## src/rtl/clk_cnt_sweep_ctrl.sv

```systemverilog
// Sweep sequencer for a free-running up/down counter: drives direction and the
// counter's active-low reset to run 0 -> HI -> 0 a programmed number of times.
module clk_cnt_sweep_ctrl #(
  parameter int unsigned WIDTH = 4,
  parameter int unsigned SWW   = 8
) (
  input  logic             clk,
  input  logic             reset,
  input  logic             start,
  input  logic             stop,
  input  logic [WIDTH-1:0] hi_in,
  input  logic [SWW-1:0]   sweeps_in,
  input  logic [WIDTH-1:0] cnt,
  output logic             up,
  output logic             cnt_rst_n,
  output logic             busy,
  output logic             done,
  output logic             err,
  output logic [SWW-1:0]   sweep_cnt
);

  typedef enum logic [1:0] {
    IDLE = 2'd0,
    UP   = 2'd1,
    DOWN = 2'd2
  } state_t;

  state_t           state_q, state_d;
  logic [WIDTH-1:0] hi_q, hi_d;
  logic [SWW-1:0]   sweeps_q, sweeps_d;
  logic [SWW-1:0]   sweep_cnt_q, sweep_cnt_d;
  logic             stop_pend_q, stop_pend_d;
  logic             cnt_rst_n_q, cnt_rst_n_d;
  logic             done_q, done_d;
  logic             err_q, err_d;

  logic             sweep_end;
  logic             last;
  logic [SWW:0]     sweep_next;

  always_ff @(posedge clk) begin
    if (!reset) begin
      state_q     <= IDLE;
      hi_q        <= '0;
      sweeps_q    <= '0;
      sweep_cnt_q <= '0;
      stop_pend_q <= 1'b0;
      cnt_rst_n_q <= 1'b0;
      done_q      <= 1'b0;
      err_q       <= 1'b0;
    end else begin
      state_q     <= state_d;
      hi_q        <= hi_d;
      sweeps_q    <= sweeps_d;
      sweep_cnt_q <= sweep_cnt_d;
      stop_pend_q <= stop_pend_d;
      cnt_rst_n_q <= cnt_rst_n_d;
      done_q      <= done_d;
      err_q       <= err_d;
    end
  end

  // Direction is combinational so the counter turns around on the peak edge itself.
  always_comb begin
    up = 1'b1;
    case (state_q)
      UP:      up = (cnt != hi_q);
      DOWN:    up = 1'b0;
      default: up = 1'b1;
    endcase
  end

  // Counter at 1 and stepping down means it lands on 0 this edge.
  assign sweep_end  = (state_q != IDLE) && !up && (cnt == WIDTH'(1));
  assign sweep_next = {1'b0, sweep_cnt_q} + (SWW+1)'(1);
  assign last       = stop_pend_q || stop ||
                      ((sweeps_q != '0) && (sweep_next == {1'b0, sweeps_q}));

  always_comb begin
    state_d     = state_q;
    hi_d        = hi_q;
    sweeps_d    = sweeps_q;
    sweep_cnt_d = sweep_cnt_q;
    stop_pend_d = stop_pend_q;
    cnt_rst_n_d = cnt_rst_n_q;
    done_d      = 1'b0;
    err_d       = 1'b0;

    if ((state_q != IDLE) && stop) begin
      stop_pend_d = 1'b1;
    end

    case (state_q)
      IDLE: begin
        cnt_rst_n_d = 1'b0;
        if (start) begin
          if (hi_in != '0) begin
            hi_d        = hi_in;
            sweeps_d    = sweeps_in;
            sweep_cnt_d = '0;
            stop_pend_d = 1'b0;
            cnt_rst_n_d = 1'b1;
            state_d     = UP;
          end else begin
            err_d = 1'b1;
          end
        end
      end
      UP, DOWN: begin
        if (sweep_end) begin
          if (sweep_cnt_q != '1) begin
            sweep_cnt_d = sweep_next[SWW-1:0];
          end
          if (last) begin
            state_d     = IDLE;
            cnt_rst_n_d = 1'b0;
            done_d      = 1'b1;
          end else begin
            state_d = UP;
          end
        end else if ((state_q == UP) && (cnt == hi_q)) begin
          state_d = DOWN;
        end
      end
      default: begin
        state_d     = IDLE;
        cnt_rst_n_d = 1'b0;
      end
    endcase
  end

  assign busy      = (state_q != IDLE);
  assign cnt_rst_n = cnt_rst_n_q;
  assign done      = done_q;
  assign err       = err_q;
  assign sweep_cnt = sweep_cnt_q;

endmodule

```

## config.mk

```make
export PLATFORM = sky130hd
export DESIGN_NAME = clk_cnt_sweep_ctrl
export DESIGN_NICKNAME = d
export VERILOG_FILES = /design/src/rtl/clk_cnt_sweep_ctrl.sv
export SDC_FILE = /design/constraint.sdc
export NUM_CORES = 1
export LEC_CHECK = 0
export CELL_PAD_IN_SITES_DETAIL_PLACEMENT = 2
export CELL_PAD_IN_SITES_GLOBAL_PLACEMENT = 2
export CORE_ASPECT_RATIO = 0.9
export CORE_MARGIN = 2
export CORE_UTILIZATION = 30
export DETAILED_ROUTE_END_ITERATION = 10
export HOLD_SLACK_MARGIN = 0.15
export PLACE_DENSITY_LB_ADDON = 0.1
export SYNTH_ARGS = -nofsm -noshare
export SYNTH_HDL_FRONTEND = slang
export SYNTH_SLANG_ARGS = --single-unit
```

## constraint.sdc

```tcl
create_clock -name clk -period 2 [get_ports clk]
set_input_delay 0.2 -clock clk [delete_from_list [all_inputs] [get_ports clk]]
set_output_delay 0.2 -clock clk [all_outputs]
set_load 0.005 [all_outputs]
```

==> results_dict.tcl <==
set metrics [dict create \
    clkTransAtPathRegs_ns 0.09 \
    clk_latency_ns 0.27 \
    synth_area_um2 1460 \
    grt_pass1_vias 1507 \
    relSlewSlack_pct 74.6 \
    fin_crit_sh_pct 95.8 \
    clockRootBuffer "clkbuf_8" \
    wl_met1_um 2050 \
    fmax_ghz 0.522 \
    tightest_slew_ns 0.380 \
    totalWireLength_um 4440 \
    final_common_cell "clkdlybuf4s50_1" \
    powerDensity_nw_per_um2 836 \
    hpwlAfterDp_um 3480 \
    route.vias.total 1391 \
    p_leak_uw 0.000821 \
    required_ns 1.80 \
    hold_viol 0 \
    fin_util_pct 44.9 \
    cts_buffers 3 \
    io_pins 33 \
    drive_gt1_share_pct 25.9 \
    wl_met3_um 128 \
    worst_hold_path_type "flop to flop" \
    critPathLaunchType "input port" \
    synth_warnings 0 \
    status "finished, final reports clean" \
    track_usage_pct 17.1 \
    cts.sinks 26 \
    n_antenna_cell 0 \
    rsz0062_at_grt "true" \
    detail_route.wl_per_cell_um 16.4 \
    skew_ns 0.00423 \
    grt_max_degree 15 \
    htreeDepth 1 \
    ctsHoldBuffers 0 \
    firstDrtPassIters 4 \
    grt_pass1_wl_um 7420 \
    final.min_clock_period_ns 1.92 \
    ys_ff_latch 26 \
    overflow 0 \
    max_cap_violations 0 \
    synth_cells 154 \
    worst_slack_ns 0.0836 \
    nets 231 \
    ant_nets 0 \
    start_util_pct 30.7 \
    drc 0 \
    cts_tree "done" \
    cts_buffer_depth 2 \
    yosysSeqAreaShare_pct 35.8 \
    criticalPathCategory "input port to primary output" \
    antenna_found_initial 0 \
    dieArea_um2 5420 \
    ys_types 47 \
    final_cell_mix "32 x clkdlybuf4s50_1, 21 x buf_4, 20 x dfxtp_1" \
    netlist.area_leader.share_pct 35.8 \
    path_max_fanout 3 \
    area_growth_pct 46.3 \
    finalWeightedCongestion 0.796 \
    end_kind "primary output" \
    dr.first_iter.drc_count 34 \
    routed-wl-met2_um 2230 \
    drv_slew 0 \
    dr.max_layer_used "met4" \
    yosys.area.top_type "dfxtp_1" \
    via_per_inst 5.15 \
    final.setup.tns_ns 0 \
    preCtsSetupSlack_ns -0.208 \
    syn-num-nets 179 \
    die_y_um 70.1 \
    vdd_ir_drop_max_v 0.000297 \
    io_buffers 32 \
    core_area_um2 4740 \
    syn_avg_cell_area_um2 9.45 \
    die_w_um 77.4 \
    rows 24 \
    synth.area.top_cells "dfxtp_1 36%, mux2i_1 6.9%, xnor2_1 5.4%, ha_1 4.3%, xor2_1 4.2%" \
    finalSetupViolations 0 \
    cp_data_arrival_time_ns 1.72 \
]
cell families (layout without fill, tap and decap cells):
group | after synthesis | in the layout | share of synthesized area [%]
xor gates and xnor gates | 16 | 16 | 9.63
adders and majority gates | 5 | 5 | 4.30
AOI/OAI and AO/OA | 32 | 32 | 18.4
and+or+nand+nor | 53 | 53 | 21.6
DFF | 26 | 26 | 35.8
buffers and inverters | 12 | 63 | 3.44
muxes | 10 | 10 | 6.88
final timing paths:
check                       startpoint                 endpoint  slack (ns)  cells past startpoint
min reg2reg    state_q[0]$_SDFFE_PN0P_  state_q[0]$_SDFFE_PN0P_        0.49                      2
max reg2reg  sweep_cnt[1]$_SDFFE_PN0P_   cnt_rst_n$_SDFFE_PN0P_        0.11                      8
min            state_q[0]$_SDFFE_PN0P_  state_q[0]$_SDFFE_PN0P_        0.49                      2
max                             cnt[3]                       up        0.08                      5
cells in the mapped netlist, drive strengths merged:
master,instances
a32o,4
and4,1
or3,1
a31oi,2
nor2,12
xnor2,9
nor4b,2
o2111ai,4
mux2i,10
and3,2
inv,5
ha,5
nor3,2
nand2,12
o41ai,4
clkinv,1
o21bai,1
o21ai,2
a311oi,1
o32a,1
xor2,7
dfxtp,26
nor2b,3
a211oi,1
nor4,3
o311ai,2
nand4,4
or4,3
nand3,6
nor3b,1
buf,3
or2,1
clkbuf,3
a21bo,2
a21oi,5
o31ai,2
a31o,1
what timing repair did:
item                                    CTS  global route
pin swaps                                 0             2
resized for setup                         1            19
endpoints found under the setup margin    1            12
buffers inserted                          0             0
power breakdown:
part           leakage [µW]  switching, µW  total [µW]  internal, µW
Clock             0.0000288            173         349           176
Combinational      0.000578            394         770           376
Sequential         0.000215           67.8         660           592
through the flow:
step           hold WS, ns  std cells  area (µm²)  power (µW)
2_1_floorplan        0.326        154        1460        1100
3_3_place_gp         0.492        266        1990        1370
3_5_place_dp         0.509        266        1990        1410
4_1_cts              0.521        270        2040        1770
5_1_grt              0.516        270        2130        1910
6_report             0.494        270        2130        1780
registers in the layout, indices dropped and copies added, names as in the netlist:
| signal | cells |
|---|---|
| sweep_cnt | 8 |
| sweeps_q | 8 |
| hi_q | 4 |
| state_q | 2 |
| cnt_rst_n | 1 |
| done | 1 |
| err | 1 |
| stop_pend_q | 1 |
metal layers:
layer | vias to the layer above | global-route usage [%]
met1 | 684 | 22.3
li1 | 681 | -
met3 | 4 | 2.45
met2 | 22 | 29.7
met4 | 0 | 3.97
met5 | - | 0
worst max-delay path, cell delays in order:
cell	delay (ns)
clkdlybuf4s50_1	0.54
xor2_1	0.21
nor3_2	0.08
a31oi_1	0.17
clkdlybuf4s50_1	0.52
layout make-up:
cell class	count	area, µm²
inverters	6	22.5
repair buffers	53	478
well taps	65	81.3
flip-flops and latches	26	528
fillers	542	2620
clock buffers	4	55.1
multi-input cells	116	963
Power figures use the tool's default switching activity.
